**config.mk**
```make
export PLATFORM = sky130hd
export DESIGN_NAME = muldiv_ctrl
export DESIGN_NICKNAME = d
export VERILOG_FILES = /design/src/rtl/muldiv_ctrl.sv
export SDC_FILE = /design/constraint.sdc
export NUM_CORES = 1
export LEC_CHECK = 0
export ABC_AREA = 0
export BUFFER_PORTS_ARGS = -buffer_cell sky130_fd_sc_hd__buf_2
export CORE_AREA = 2 2 93 95
export CTS_CLUSTER_SIZE = 10
export DETAILED_ROUTE_END_ITERATION = 8
export DIE_AREA = 0 0 95 97
export MAX_ROUTING_LAYER = met4
export SLEW_MARGIN = 15
export SYNTH_ARGS = -nofsm -noshare
export SYNTH_HDL_FRONTEND = slang
export SYNTH_SLANG_ARGS = --single-unit
```
**constraint.sdc**
```tcl
create_clock -name clk -period 1.8 [get_ports clk]
set_input_delay 0.27 -clock clk [delete_from_list [all_inputs] [get_ports clk]]
set_output_delay 0.27 -clock clk [all_outputs]
set_load 0.01 [all_outputs]
```
**src/rtl/muldiv_ctrl.sv**
```systemverilog
// muldiv_ctrl: E-stage issue/stall controller for the multiply/divide unit.
// Starts MULT/MULTU/DIV/DIVU, performs MTHI/MTLO writes, stalls D while a
// HI/LO-dependent instruction would collide with a running operation, returns
// HI/LO for MFHI/MFLO, records the busy latency of the last operation and
// raises a sticky error on handshake violations or an over-long busy window.
//
// state    | meaning
// ---------+-----------------------------------------------------------
// IDLE     | no operation in flight; starts and HI/LO writes accepted
// WAIT_ACK | start issued last cycle; unit must raise busy now
// RUN      | unit busy; counting busy cycles until busy drops
module muldiv_ctrl #(
  parameter int MAX_WAIT = 12,
  parameter int CNT_W    = 5
) (
  input  logic             clk,
  input  logic             rst,
  input  logic [3:0]       e_op,
  input  logic [31:0]      e_rs,
  input  logic [31:0]      e_rt,
  input  logic             d_md,
  input  logic             md_busy,
  input  logic [31:0]      md_hi,
  input  logic [31:0]      md_lo,
  output logic             md_start,
  output logic [1:0]       md_sel,
  output logic             md_w,
  output logic             md_wsel,
  output logic [31:0]      md_d1,
  output logic [31:0]      md_d2,
  output logic             stall_d,
  output logic [31:0]      e_mf_data,
  output logic [CNT_W-1:0] lat_last,
  output logic             md_err
);

  typedef enum logic [1:0] {
    IDLE     = 2'd0,
    WAIT_ACK = 2'd1,
    RUN      = 2'd2
  } state_t;

  localparam logic [3:0] OP_MULT  = 4'd1;
  localparam logic [3:0] OP_MULTU = 4'd2;
  localparam logic [3:0] OP_DIV   = 4'd3;
  localparam logic [3:0] OP_DIVU  = 4'd4;
  localparam logic [3:0] OP_MTHI  = 4'd5;
  localparam logic [3:0] OP_MTLO  = 4'd6;
  localparam logic [3:0] OP_MFHI  = 4'd7;
  localparam logic [3:0] OP_MFLO  = 4'd8;

  localparam logic [CNT_W-1:0] CNT_ONE  = {{(CNT_W-1){1'b0}}, 1'b1};
  localparam logic [CNT_W-1:0] CNT_SAT  = '1;
  localparam logic [CNT_W-1:0] WAIT_LIM = CNT_W'(MAX_WAIT);

  state_t           state, state_nxt;
  logic [CNT_W-1:0] cnt, cnt_nxt;
  logic [CNT_W-1:0] lat_nxt;
  logic             err_nxt;
  logic             e_start, e_mt;

  assign e_start = (e_op == OP_MULT) || (e_op == OP_MULTU) ||
                   (e_op == OP_DIV)  || (e_op == OP_DIVU);
  assign e_mt    = (e_op == OP_MTHI) || (e_op == OP_MTLO);

  // Operands and write data go straight through; the unit only samples them
  // when md_start or md_w is high.
  assign md_d1 = e_rs;
  assign md_d2 = e_rt;

  // MFHI/MFLO read the unit's current HI/LO in the same cycle.
  always_comb begin
    e_mf_data = 32'd0;
    if (e_op == OP_MFHI)
      e_mf_data = md_hi;
    else if (e_op == OP_MFLO)
      e_mf_data = md_lo;
  end

  // Operation select decode, 00 for anything that is not a start.
  always_comb begin
    md_sel = 2'b00;
    case (e_op)
      OP_MULTU: md_sel = 2'b01;
      OP_DIV:   md_sel = 2'b10;
      OP_DIVU:  md_sel = 2'b11;
      default:  md_sel = 2'b00;
    endcase
  end

  assign md_wsel = (e_op == OP_MTHI);

  // State, busy counter, last latency and sticky error registers.
  always_ff @(posedge clk or posedge rst) begin
    if (rst) begin
      state    <= IDLE;
      cnt      <= '0;
      lat_last <= '0;
      md_err   <= 1'b0;
    end else begin
      state    <= state_nxt;
      cnt      <= cnt_nxt;
      lat_last <= lat_nxt;
      md_err   <= err_nxt;
    end
  end

  // Next-state, handshake outputs, stall and error detection.
  always_comb begin
    state_nxt = state;
    cnt_nxt   = cnt;
    lat_nxt   = lat_last;
    err_nxt   = md_err;
    md_start  = 1'b0;
    md_w      = 1'b0;
    stall_d   = 1'b0;

    case (state)
      IDLE: begin
        md_start = e_start;
        md_w     = e_mt;
        stall_d  = d_md & e_start;
        if (e_start) begin
          cnt_nxt   = '0;
          state_nxt = WAIT_ACK;
        end
      end
      WAIT_ACK: begin
        stall_d = d_md;
        if (md_busy) begin
          cnt_nxt   = cnt + CNT_ONE;
          state_nxt = RUN;
        end else begin
          err_nxt   = 1'b1;
          state_nxt = IDLE;
        end
      end
      RUN: begin
        stall_d = d_md & md_busy;
        if (md_busy) begin
          if (cnt != CNT_SAT)
            cnt_nxt = cnt + CNT_ONE;
          if (cnt == WAIT_LIM)
            err_nxt = 1'b1;
        end else begin
          lat_nxt   = cnt;
          state_nxt = IDLE;
        end
      end
      default: state_nxt = IDLE;
    endcase

    // A start or HI/LO write while an operation is in flight is dropped.
    if ((state != IDLE) && (e_start || e_mt))
      err_nxt = 1'b1;

    // Handshake and stall are held quiet while reset is asserted.
    if (rst) begin
      md_start = 1'b0;
      md_w     = 1'b0;
      stall_d  = 1'b0;
    end
  end

endmodule

```
# --- Word level (Yosys, flattened, before mapping) ---
# Cells that the tools add are included.
classes:
  addsub: 1
  eq_ne: 20
  muxes: 23
  bitwise: 3
  n_reduce_logical: 14
op_table:
  columns: ["operator", "count"]
  rows:
  - ["32-bit 2-to-1 mux", 2]
  - ["5-bit 2-to-1 mux", 4]
  - ["4-bit by 3-bit equality test with 1-bit output (second input constant)", 4]
  - ["5-bit one-hot mux with 3 select lines", 1]
  - ["2-bit one-hot mux with 3 select lines", 2]
  - ["2-bit != test (second input constant)", 5]
  - ["1-bit 2-to-1 mux", 9]
  - ["3-bit != test (second input constant)", 3]
  - ["4-bit by 2-bit equality test with 1-bit output (second input constant)", 2]
  - ["2-bit 2-to-1 mux", 3]
  - ["3-bit nonzero test", 2]
  - ["5-bit by 1-bit adder with 5-bit output (second input constant)", 1]
  - ["5-bit by 4-bit equality test with 1-bit output (second input constant)", 1]
  - ["1-bit logical OR", 5]
  - ["5-bit != test (second input constant)", 1]
  - ["5-bit AND reduction", 1]
  - ["4-bit by 1-bit equality test with 1-bit output (second input constant)", 1]
  - ["4-bit equality test (second input constant)", 1]
  - ["2-bit AND reduction", 2]
  - ["4-bit AND reduction", 1]
  - ["1-bit one-hot mux with 3 select lines", 1]
  - ["1-bit bitwise AND", 2]
  - ["2-bit by 1-bit equality test with 1-bit output (second input constant)", 1]
  - ["2-bit equality test (second input constant)", 1]
  - ["5 further kinds", 5]
totals:
  reg_bits: 13
  input_bits: 136
  output_inout_bits: 108
  elab_cells: 65

# --- Depth between registers and ports, before layout ---
# Gate-level depths: netlist of the first run.
depth:
  ltp_word: 8
  mapped_depth: 7
  depth_no_buf: 7

# --- Worst setup path after synthesis of the first run ---
# Ideal clock, no wire load.
synth_timing:
  path_kind: "reg-to-reg"
  from: "register cnt[0]"
  to: "register cnt[2]"
  setup_time_ps: 121
  arrival_time_ps: 1615
  required_time_ps: 1679
  path_slack_ps: 63
  path_stages_with_launch: 8
  path_buffers: 0
  period_less_slack_ps: 1737
  path_cell_list: "dfrtp_1 ha_1 and3_1 ha_1 and2_1 o31ai_2 nand3_1 o2bb2ai_1"
synth_via:
  elab_chain_cells: 4
  word_cells_on_any_way: 8
  cone_classes: "add/sub (1); eq/ne (2); mux (4); reduce/logical (1)"
synth_lines:
  columns: ["item", "line_no", "source"]
  rows:
  - ["start: declaration", "57", "logic [CNT_W-1:0] cnt, cnt_nxt;"]
  - ["start signal: assignment", "102", "cnt <= cnt_nxt;"]
  - ["5-bit by 1-bit adder with 5-bit output", "131, 142", null]
  - ["5-bit 2-to-1 mux", "141", "if (cnt != CNT_SAT)"]
  - ["5-bit 2-to-1 mux", "140", "if (md_busy) begin"]
  - ["5-bit one-hot mux with 3 select lines", "118", "case (state)"]
# Parallel ways exist; a longest one is shown, timed or not. The select of a mux whose other input is x is not followed.
# A chain may end at the register's enable or synchronous reset.

# --- Worst setup path after layout of the first run ---
layout_timing:
  from: "register state[1]"
  to: "output port stall_d"
layout_via:
  elab_chain_cells: 3
  word_cells_on_any_way: 5
  cone_classes: "eq/ne (2); mux (2); reduce/logical (1)"
layout_lines:
  columns: ["item", "line_no", "source"]
  rows:
  - ["start: declaration", "56", "state_t state, state_nxt;"]
  - ["start signal: assignment", "101", "state <= state_nxt;"]
  - ["2-bit equality test, or another cell as far along", "118", null]
  - ["1-bit one-hot mux with 3 select lines *", "118", null]
  - ["1-bit 2-to-1 mux *", "158", "if (rst) begin"]
  - ["end: declaration", "31", "output logic stall_d,"]
# Mark *: on every way between the ends. The rest lies on a longest branch, timed or not.

==> key figures, run 1 <==
Clock tree
  – Root buf cell: clkbuf_8
  – Clock sink count: 13
  – CTS Buffer Depth: 2
  – Clock Latency Late Sink: 0.24 ns
  – TritonCTS clock tree: done
  – H-tree Lvls: 1
  – CTS Buf Count: 3
  – CTS clk-pin slew, worst paths: 0.05 ns

Finish
  – Fillers: 914
  – Non-filler cells, final: 357
  – Synth-to-Final Area Change: 17.8%
  – Design area: 0.00210 mm2
  – Final core occ: 0.258
  – Layout cells sized above 1: 0.590
  – Fin nets: 395

Placed design
  – DP Wirelength: 5920 um
  – Buffers on Ports: 115
  – GP Congestion: 0.847
  – Placed Instances: 347
  – DP Worst Slack: -0.0435 ns
  – Placed Area: 0.00195 mm2

Drt
  – Vias per cell: 4.54
  – Total Wirelength: 6980 um
  – DR vias: 1620
  – Starting DRT DRC Count: 33
  – Drt first pass iters: 4
  – Drt drc: 0
  – DRT antenna net count: 0
  – Wire per inst: 19.6 um

STA
  – RSZ-0062 raised after global routing: true
  – Final clock skew: 0.00103 ns
  – # setup viols final: 1
  – Worst Setup Slack, final: -0.00267 ns
  – Worst slew pin tran: 0.339 ns
  – Min Clock Period, post-route: 1.80 ns
  – Final Hold Vio Count: 0
  – Max Freq: 555 MHz
  – Setup TNS Final: -0.00267 ns
  – Final Cycle Share: 1.00
  – Slew Limit Fails: 0
  – Slew HR: 0.774
  – WHS: 0.348 ns

Synth
  – Mean Syn Cell Area: 9.13 um2
  – Synthesized cell area: 0.00178 mm2
  – Net count after synthesis: 338
  – Seq cells post-synth: 13
  – Sequential-to-total area share from yosys stat: 0.183
  – Unique masters post-synth: 40
  – Mapped Cells: 195
  – Ys Warns: 0

Power
  – Pwr/cell area: 808 mW/mm2
  – Static leakage: 1.13 nW
  – NetSw: 674 uW
  – Overall power: 1.70 mW
  – Clock share of power: 0.149
  – Combinational cell fraction of total power: 0.605
  – Sw Share: 0.398
  – Max IR drop VDD: 0.576 mV
  – Seq pwr share: 0.246
  – P_int: 1.02 mW

Die
  – I/O pins: 244
  – Die Y-Extent: 97 um
  – Total core area: 0.00813 mm2
  – Initial Utilization: 0.219
  – Num rows: 33
  – Die area: 0.00922 mm2
  – Die width: 95 um

Outcome
  – Outcome: finished, violations left
  – Failing checks: negative setup slack

Run
  – Max-Cap Viols: 0

Global routing
  – Antenna violations before repair: 1
  – GRT overflow: 0
  – Largest net degree at the start of global routing: 28
  – Overall Global Routing Usage: 0.150
  – First-pass GRT wire length: 10100 um
  – Vias in the first global route: 1681

Critical path
  – Worst EP arrival: 1.53 ns
  – CP Data Required Time: 1.53 ns
  – Crit start category: register
  – CP endpoint kind: output pin
  – CP Class: register to output pin
  – Largest fanout on the critical path: 3

Worst hold path
  – HP Class: primary input to register
[routing by layer]
metal,up-vias,global-route usage,routed length [um]
li1,745,-,-
met2,103,0.207,3030
met5,-,-,0
met4,0,0.0334,105
met3,20,0.0693,809
met1,752,0.200,3040
[worst paths after layout]
check,startpoint,endpoint,slack (ns),cells after the start
worst max register to register,cnt[1],cnt[2],0.06,7
max in group asynchronous,rst,cnt[2],0.90,4
worst max-delay path,state[1],stall_d,-0.003,6
worst min register to register,lat_last[1],lat_last[1],0.48,2
min in group asynchronous,rst,state[0],0.50,3
worst min-delay path,md_busy,state[1],0.35,2
[power by group through the flow]
stage / Clock [mW] / Sequential (mW) / Combinational (mW)
final: 0.253 / 0.418 / 1.03
after global routing: 0.276 / 0.425 / 1.14
after CTS: 0.262 / 0.418 / 0.938
after detailed placement: 0 / 0.419 / 0.861
after global placement: 0 / 0.415 / 0.860
after floorplan: 0 / 0.429 / 0.696
[repair_timing]
| action | in CTS | in global routing |
|---|---|---|
| pin swaps | 0 | 2 |
| hold buffers | 1 | 0 |
| setup endpoints to repair | 7 | 27 |
| resized for setup | 7 | 6 |
| endpoints found under the hold margin | 3 | 0 |
| cloned | 1 | 0 |
| setup buffers | 1 | 2 |
[sequential cells by signal, summed over array words and instances, names as in the netlist]
register,cells
cnt,5
lat_last,5
state,2
md_err,1
[worst max-delay path, stage by stage, from the launching register on]
cell      delay, ns
dfrtp_1        0.43
inv_2          0.11
ha_4           0.13
nor2b_4        0.13
a221oi_2       0.07
nor4b_2        0.25
buf_2          0.17
[cells in the mapped netlist, drive strengths merged]
| cell type | instances | share of area |
|---|---|---|
| nor2 | 3 | 0.0063 |
| o21ai | 3 | 0.0084 |
| dfrtp | 13 | 0.18 |
| nor2b | 3 | 0.012 |
| nand2b | 1 | 0.0035 |
| buf | 74 | 0.33 |
| mux2 | 2 | 0.013 |
| and2 | 1 | 0.0035 |
| a211oi | 1 | 0.0042 |
| ha | 7 | 0.049 |
| o2bb2ai | 2 | 0.0098 |
| nand3b | 2 | 0.0084 |
| o31ai | 2 | 0.019 |
| a31o | 1 | 0.0049 |
| and3 | 4 | 0.017 |
| nand3 | 4 | 0.011 |
| or3b | 1 | 0.0049 |
| nor4b | 2 | 0.022 |
| or3 | 1 | 0.0035 |
| a221oi | 1 | 0.0049 |
| inv | 7 | 0.015 |
| and4 | 1 | 0.0049 |
| xnor2 | 1 | 0.0049 |
| a22o | 32 | 0.16 |
| nand2 | 12 | 0.030 |
| nor4 | 1 | 0.0035 |
| o21a | 1 | 0.0084 |
| xor2 | 1 | 0.0049 |
| o41ai | 1 | 0.0049 |
| a21oi | 4 | 0.011 |
| nor3 | 3 | 0.018 |
| mux2i | 3 | 0.017 |
[cell type report]
cell class                 instances  area [um2]  area share
antenna                            1        2.50     0.00119
clock buffer                       4        45.0      0.0215
inverter                           7        26.3      0.0125
multi-input combinational        102         902       0.430
sequential                        13         325       0.155
tap                              105         131      0.0626
timing repair buffer             125         666       0.317
[logic make-up after synthesis]
family,share of synthesized area
buffers and inverters,0.348
AO/OA/AOI/OAI,0.233
AND/OR/NAND/NOR,0.148
flip-flops,0.183
adder cells (fa/ha/maj),0.0492
multiplexers,0.0295
XOR/XNOR,0.00984
[cell usage in the layout (no fill, tap or decap), types with 4 or more instances in the layout]
cell,count
buf_2,115
a22o_1,32
dfrtp_1,13
nand2_1,11
buf_4,8
inv_1,5
a21oi_1,4
nand3_1,4
ha_1,4
No activity file was read; power rests on OpenSTA's default activity.
==> run 2, diff against run 1 <==
CORE_AREA = 2 2 95 97   (was 2 2 93 95)
DIE_AREA = 0 0 97 99   (was 0 0 95 97)
clock period = 2.08 ns   (was 1.8 ns; I/O delays follow)
==> run 2 against run 1 <==
The run now ends clean. Core utilization down 2.4 points. Clock-buffer cell count did not move. Critical path depth did not move. Design area is 4.7% lower. Combinational power down 26%. Register-to-register slack improved by 0.14 ns. Clock power is 9.5% lower. Critical path type unchanged. Largest power group unchanged. Highest routed layer unchanged.
==> key figures, run 2 (synthesized netlist as in run 1, its figures left out) <==
Outcome
  – Outcome: finished clean

Critical path
  – CP Depth: 6 (unchanged)
  – Buf/Inv on CP: 2 (unchanged)
  – Largest fanout on the critical path: 8 (+5)
  – Largest delay contributor family on the critical path: flip-flops
  – CP Data Required Time: 1.77 ns (+0.24 ns)
  – Worst reg-to-reg setup slack: 0.20 ns (+0.14 ns)
  – Critical-path cell list: inv_1 > ha_2 > nor2b_1 > a221oi_2 > nor4b_2 > buf_2
  – Worst R2R Path Depth: 7 (unchanged)
  – Slowest stage cell, crit path: dfrtp_1
  – Crit start category: register
  – CP endpoint kind: output pin
  – CP Class: register to output pin
  – Crit-path max cell delay: 0.42 ns (about the same)
  – Worst EP arrival: 1.67 ns (+0.14 ns)

Placed design
  – GP Congestion: 0.849 (+0.18%)
  – DP Wirelength: 5870 um (-0.73%)
  – Buffers on Ports: 115 (unchanged)
  – Placed Area: 0.00193 mm2 (-1.3%)

STA
  – Slew Limit Fails: 0 (unchanged)
  – RSZ-0062 raised after global routing: false
  – Slew HR: 0.721 (-0.0531)
  – Final clock skew: 0.00573 ns (+0.00470 ns)
  – Final Cycle Share: 0.951
  – # setup viols final: 0 (-1)
  – Worst slew pin tran: 0.413 ns (+0.0743 ns)
  – Max Freq: 505 MHz
  – Min Clock Period, post-route: 1.98 ns
  – Final Hold Vio Count: 0 (unchanged)
  – WHS: 0.147 ns (-0.201 ns)
  – Setup TNS Final: 0 ns (+0.00267 ns)

Global routing
  – GRT overflow: 0 (unchanged)
  – Antenna violations before repair: 3 (+2)
  – Overall Global Routing Usage: 0.139 (-0.0105)
  – Vias in the first global route: 1594 (-5.2%)
  – First-pass GRT wire length: 9800 um (-2.9%)
  – Largest net degree at the start of global routing: 33 (+18%)

Die
  – I/O pins: 244 (unchanged)
  – Total core area: 0.00855 mm2 (+5.1%)
  – Die Y-Extent: 99 um (+2.1%)
  – Initial Utilization: 0.208 (-0.0107)
  – Die width: 97 um (+2.1%)
  – Die area: 0.00960 mm2 (+4.2%)
  – Num rows: 34 (+3.0%)

Finish
  – Layout cells sized above 1: 0.562 (-0.0277)
  – Top Registers: cnt x5, lat_last x5, state x2
  – Fin nets: 386 (-2.3%)
  – Synth-to-Final Area Change: 12.3%
  – Fillers: 938 (+2.6%)
  – Most frequent cells in the layout: buf_2 (115), a22o_1 (32), dfrtp_1 (13), nand2_1 (11), inv_1 (7)
  – Most common cell after layout, fill and taps aside: buf_2
  – Design area: 0.00200 mm2 (-4.7%)

Clock tree
  – TritonCTS clock tree: done
  – CTS Buf Count: 3 (unchanged)
  – CTS Buffer Depth: 2 (unchanged)
  – Hold Buf Count CTS: 0 (-1)
  – Clock sink count: 13 (unchanged)
  – Clock Latency Late Sink: 0.25 ns (about the same)
  – H-tree Lvls: 1 (unchanged)
  – CTS clk-pin slew, worst paths: 0.06 ns (about the same)
  – Root buf cell: clkbuf_8

Power
  – Pwr/cell area: 679 mW/mm2 (-16%)
  – Max IR drop VDD: 0.447 mV (-22%)
  – Static leakage: 1.07 nW (-4.8%)

Drt
  – Total Wirelength: 6840 um (-2.1%)
  – DRT antenna net count: 0 (unchanged)
  – DR vias: 1625 (+0.31%)
  – Starting DRT DRC Count: 36 (+9.1%)
  – Vias per cell: 4.60 (+1.4%)
  – Drt drc: 0 (unchanged)
  – Drt first pass iters: 4 (unchanged)
  – Wire per inst: 19.4 um (-1.0%)

Worst hold path
  – HP Class: primary input to async pin

Run
  – Max-Cap Viols: 0 (unchanged)
[run 2: cell count changes in the layout (fill, tap and decap cells not counted)]
cell,before,now
diode_2,1,3
dlygate4sd3_1,1,0
inv_2,2,0
nor2b_2,0,1
buf_4,8,1
ha_1,4,5
and3_4,2,1
o31ai_4,2,1
inv_1,5,7
ha_4,2,1
nor2b_1,1,2
nor2b_4,2,0
o31ai_2,0,1
[run 2: per-stage QoR]
stage               worst slack, ns  utilization  cells  total power [mW]
floorplan                     0.343            -    195             0.974
global placement              0.212        0.225    346              1.06
detailed placement            0.171        0.225    346              1.08
CTS                          0.0248        0.231    350              1.32
global route                0.00507        0.234    353              1.46
finish                        0.102        0.234    353              1.36
[run 2: power breakdown]
group	switching [mW]	total, mW	internal (mW)	leakage (nW)
registers	0.0482	0.365	0.317	0.172
logic	0.413	0.764	0.351	0.879
clock network	0.0938	0.229	0.135	0.0228
total	0.555	1.36	0.804	1.07
[run 2: final cells by class]
cell class                 instances  area, um2  share of cell area
sequential                        13        325               0.163
clock buffer                       4       45.0              0.0225
tap                              108        135              0.0676
inverter                           7       26.3              0.0131
multi-input combinational        101        857               0.429
antenna                            3       7.51             0.00375
timing repair buffer             117        603               0.302
[run 2: worst reg2reg max path, stage by stage, from the launching register on]
cell and delay, ns:
dfrtp_1 0.40, ha_1 0.23, and3_1 0.19, ha_1 0.17, and2_1 0.16, o31ai_2 0.35
nand3_1 0.14, o2bb2ai_1 0.14
[run 2: what timing repair did]
| action | 4_1_cts | 5_1_grt |
|---|---|---|
| resized for setup | 1 | 3 |
| endpoints found under the setup margin | 1 | 1 |
| setup buffers | 0 | 0 |
| cloned | 0 | 0 |
[run 2: worst paths after layout]
path,from,to
hold reg to reg,lat_last[4],lat_last[4]
setup / recovery,state[0],stall_d
hold / removal,rst,state[0]
setup reg to reg,cnt[0],cnt[3]
min in group clk,md_busy,state[1]
max in group asynchronous,rst,cnt[3]
[run 2: routing by layer]
| metal | up-vias | GRT usage | share of wire |
|---|---|---|---|
| met5 | - | - | 0 |
| met4 | 0 | 0.0347 | 0.023 |
| met3 | 28 | 0.0702 | 0.12 |
| met2 | 108 | 0.201 | 0.43 |
| met1 | 760 | 0.174 | 0.42 |
| li1 | 729 | - | - |
==> run 3, diff against run 2 <==
CTS_BUF_LIST = sky130_fd_sc_hd__clkbuf_8   (was unset)
clock period = 2.15 ns   (was 2.08 ns; I/O delays follow)
==> run 3 against run 2 <==
Sequential power shrank 2%. Wire length shrank 2.4%. Die area is the same. Critical endpoint unchanged. Largest cell class unchanged. Largest power group unchanged.
==> key figures, run 3 (synthesized netlist as in run 1, its figures left out) <==
Outcome
  – Outcome: finished clean

Critical path
  – Crit-path max cell delay: 0.41 ns (about the same)
  – Slowest stage cell, crit path: dfrtp_1
  – Worst EP arrival: 1.70 ns (+0.03 ns)
  – Largest fanout on the critical path: 8 (unchanged)
  – CP endpoint kind: output pin
  – Crit start category: register
  – CP Data Required Time: 1.83 ns (+0.06 ns)
  – Critical-path cell list: inv_2 > ha_2 > nor2b_1 > a221oi_1 > nor4b_2 > buf_2
  – CP Class: register to output pin

Finish
  – Top Registers: cnt x5, lat_last x5, state x2
  – Most common cell after layout, fill and taps aside: buf_2
  – Non-filler cells, final: 353 (unchanged)
  – Final core occ: 0.233 (-0.000732)
  – Most frequent cells in the layout: buf_2 (115), a22o_1 (32), dfrtp_1 (13), nand2_1 (11), inv_1 (6)
  – Layout cells sized above 1: 0.566 (+0.00413)
  – Synth-to-Final Area Change: 11.9%
  – Design area: 0.00199 mm2 (-0.31%)
  – Fin nets: 386 (unchanged)

Die
  – Initial Utilization: 0.208 (unchanged)
  – I/O pins: 244 (unchanged)
  – Total core area: 0.00855 mm2 (unchanged)
  – Die width: 97 um (unchanged)
  – Num rows: 34 (unchanged)
  – Die Y-Extent: 99 um (unchanged)
  – Die area: 0.00960 mm2 (unchanged)

STA
  – Slew Limit Fails: 0 (unchanged)
  – Setup TNS Final: 0 ns (unchanged)
  – Final clock skew: 0.00378 ns (-0.00194 ns)
  – Final Hold Vio Count: 0 (unchanged)
  – # setup viols final: 0 (unchanged)
  – Slew HR: 0.744 (+0.0226)
  – Worst Setup Slack, final: 0.130 ns (+0.0287 ns)
  – Min Clock Period, post-route: 2.02 ns
  – WHS: 0.149 ns (+0.00196 ns)
  – Final Cycle Share: 0.939
  – Max Freq: 495 MHz
  – Worst slew pin tran: 0.380 ns (-0.0335 ns)
  – RSZ-0062 raised after global routing: false

Worst hold path
  – HP Class: primary input to async pin

Clock tree
  – CTS Buf Count: 3 (unchanged)
  – Clock sink count: 13 (unchanged)
  – Total setup buffers inserted after CTS: 0 (unchanged)
  – H-tree Lvls: 1 (unchanged)
  – Root buf cell: clkbuf_8
  – Post-CTS resize count: 0 (-1)
  – Hold Buf Count CTS: 0 (unchanged)
  – CTS clk-pin slew, worst paths: 0.05 ns (about the same)
  – CTS Buffer Depth: 2 (unchanged)
  – Clock Latency Late Sink: 0.23 ns (-0.02 ns)
  – TritonCTS clock tree: done

Drt
  – Drt first pass iters: 4 (unchanged)
  – Wire per inst: 18.9 um (-2.4%)
  – DRT antenna net count: 0 (unchanged)
  – Total Wirelength: 6670 um (-2.4%)
  – Vias per cell: 4.56 (-1.0%)
  – Routed wl met3: 651 um (-20%)
  – Drt drc: 0 (unchanged)
  – WL met2: 2880 um (-3.2%)
  – DR vias: 1608 (-1.0%)
  – Highest metal used: met4
  – WL met1: 3000 um (+3.8%)
  – Starting DRT DRC Count: 22 (-39%)

Global routing
  – Overall Global Routing Usage: 0.134 (-0.00543)
  – Vias in the first global route: 1576 (-1.1%)
  – GRT overflow: 0 (unchanged)
  – First-pass GRT wire length: 9360 um (-4.4%)
  – Largest net degree at the start of global routing: 33 (unchanged)
  – Antenna violations before repair: 3 (unchanged)

Run
  – Max-Cap Viols: 0 (unchanged)

Power
  – Max IR drop VDD: 0.350 mV (-22%)
  – Pwr/cell area: 648 mW/mm2 (-4.7%)
  – Static leakage: 1.07 nW (+0.11%)
  – Overall power: 1.29 mW (-5.0%)

Placed design
  – DP Worst Slack: 0.162 ns (-0.00955 ns)
  – Placed Instances: 346 (unchanged)
  – Buffers on Ports: 115 (unchanged)
  – GP Congestion: 0.887 (+4.5%)
  – DP Wirelength: 5780 um (-1.6%)
  – Placed Area: 0.00193 mm2 (unchanged)
==> run 3: changes by cell type in the layout (fill, tap and decap cells not counted) <==
cell | previous run | this run
inv_2 | 0 | 2
a221oi_1 | 0 | 1
a221oi_2 | 1 | 0
clkbuf_1 | 1 | 0
inv_1 | 7 | 6
==> run 3: routing by layer <==
metal / track usage / vias up
met5: - / -
met4: 0.0477 / 0
li1: - / 728
met2: 0.191 / 106
met1: 0.161 / 746
met3: 0.0702 / 28
==> run 3: layout make-up <==
cell class	count	area, um2
Fill cell	949	6560
Multi-Input combinational cell	101	851
Timing Repair Buffer	117	603
Sequential cell	13	325
Tap cell	108	135
Clock buffer	3	41.3
Inverter	7	26.3
Antenna cell	3	7.51
Clock inverter	1	3.75
==> run 3: final timing paths <==
path | slack, ns | cells after the start | to | startpoint
worst max register to register | 0.29 | 7 | cnt[2] | cnt[0]
worst min register to register | 0.48 | 2 | lat_last[4] | lat_last[4]
worst min-delay path | 0.15 | 3 | lat_last[1] | rst
max in group asynchronous | 1.84 | 3 | lat_last[2] | rst
min in group clk | 0.40 | 2 | state[1] | md_busy
worst max-delay path | 0.13 | 6 | stall_d | state[0]
==> run 3: worst max-delay path, delay by kind of cell (launching register included) <==
kind | cells | cell delay (ns)
buffers and inverters | 2 | 0.27
and+or+nand+nor | 2 | 0.45
adders and majority gates | 1 | 0.23
DFF | 1 | 0.41
AOI/OAI and AO/OA | 1 | 0.10
==> run 3: report_power, final <==
group          total [mW]  internal (mW)  switching [mW]  leakage, nW
Clock               0.202          0.125          0.0767       0.0269
Sequential          0.356          0.307          0.0489        0.172
Combinational       0.733          0.339           0.394        0.876
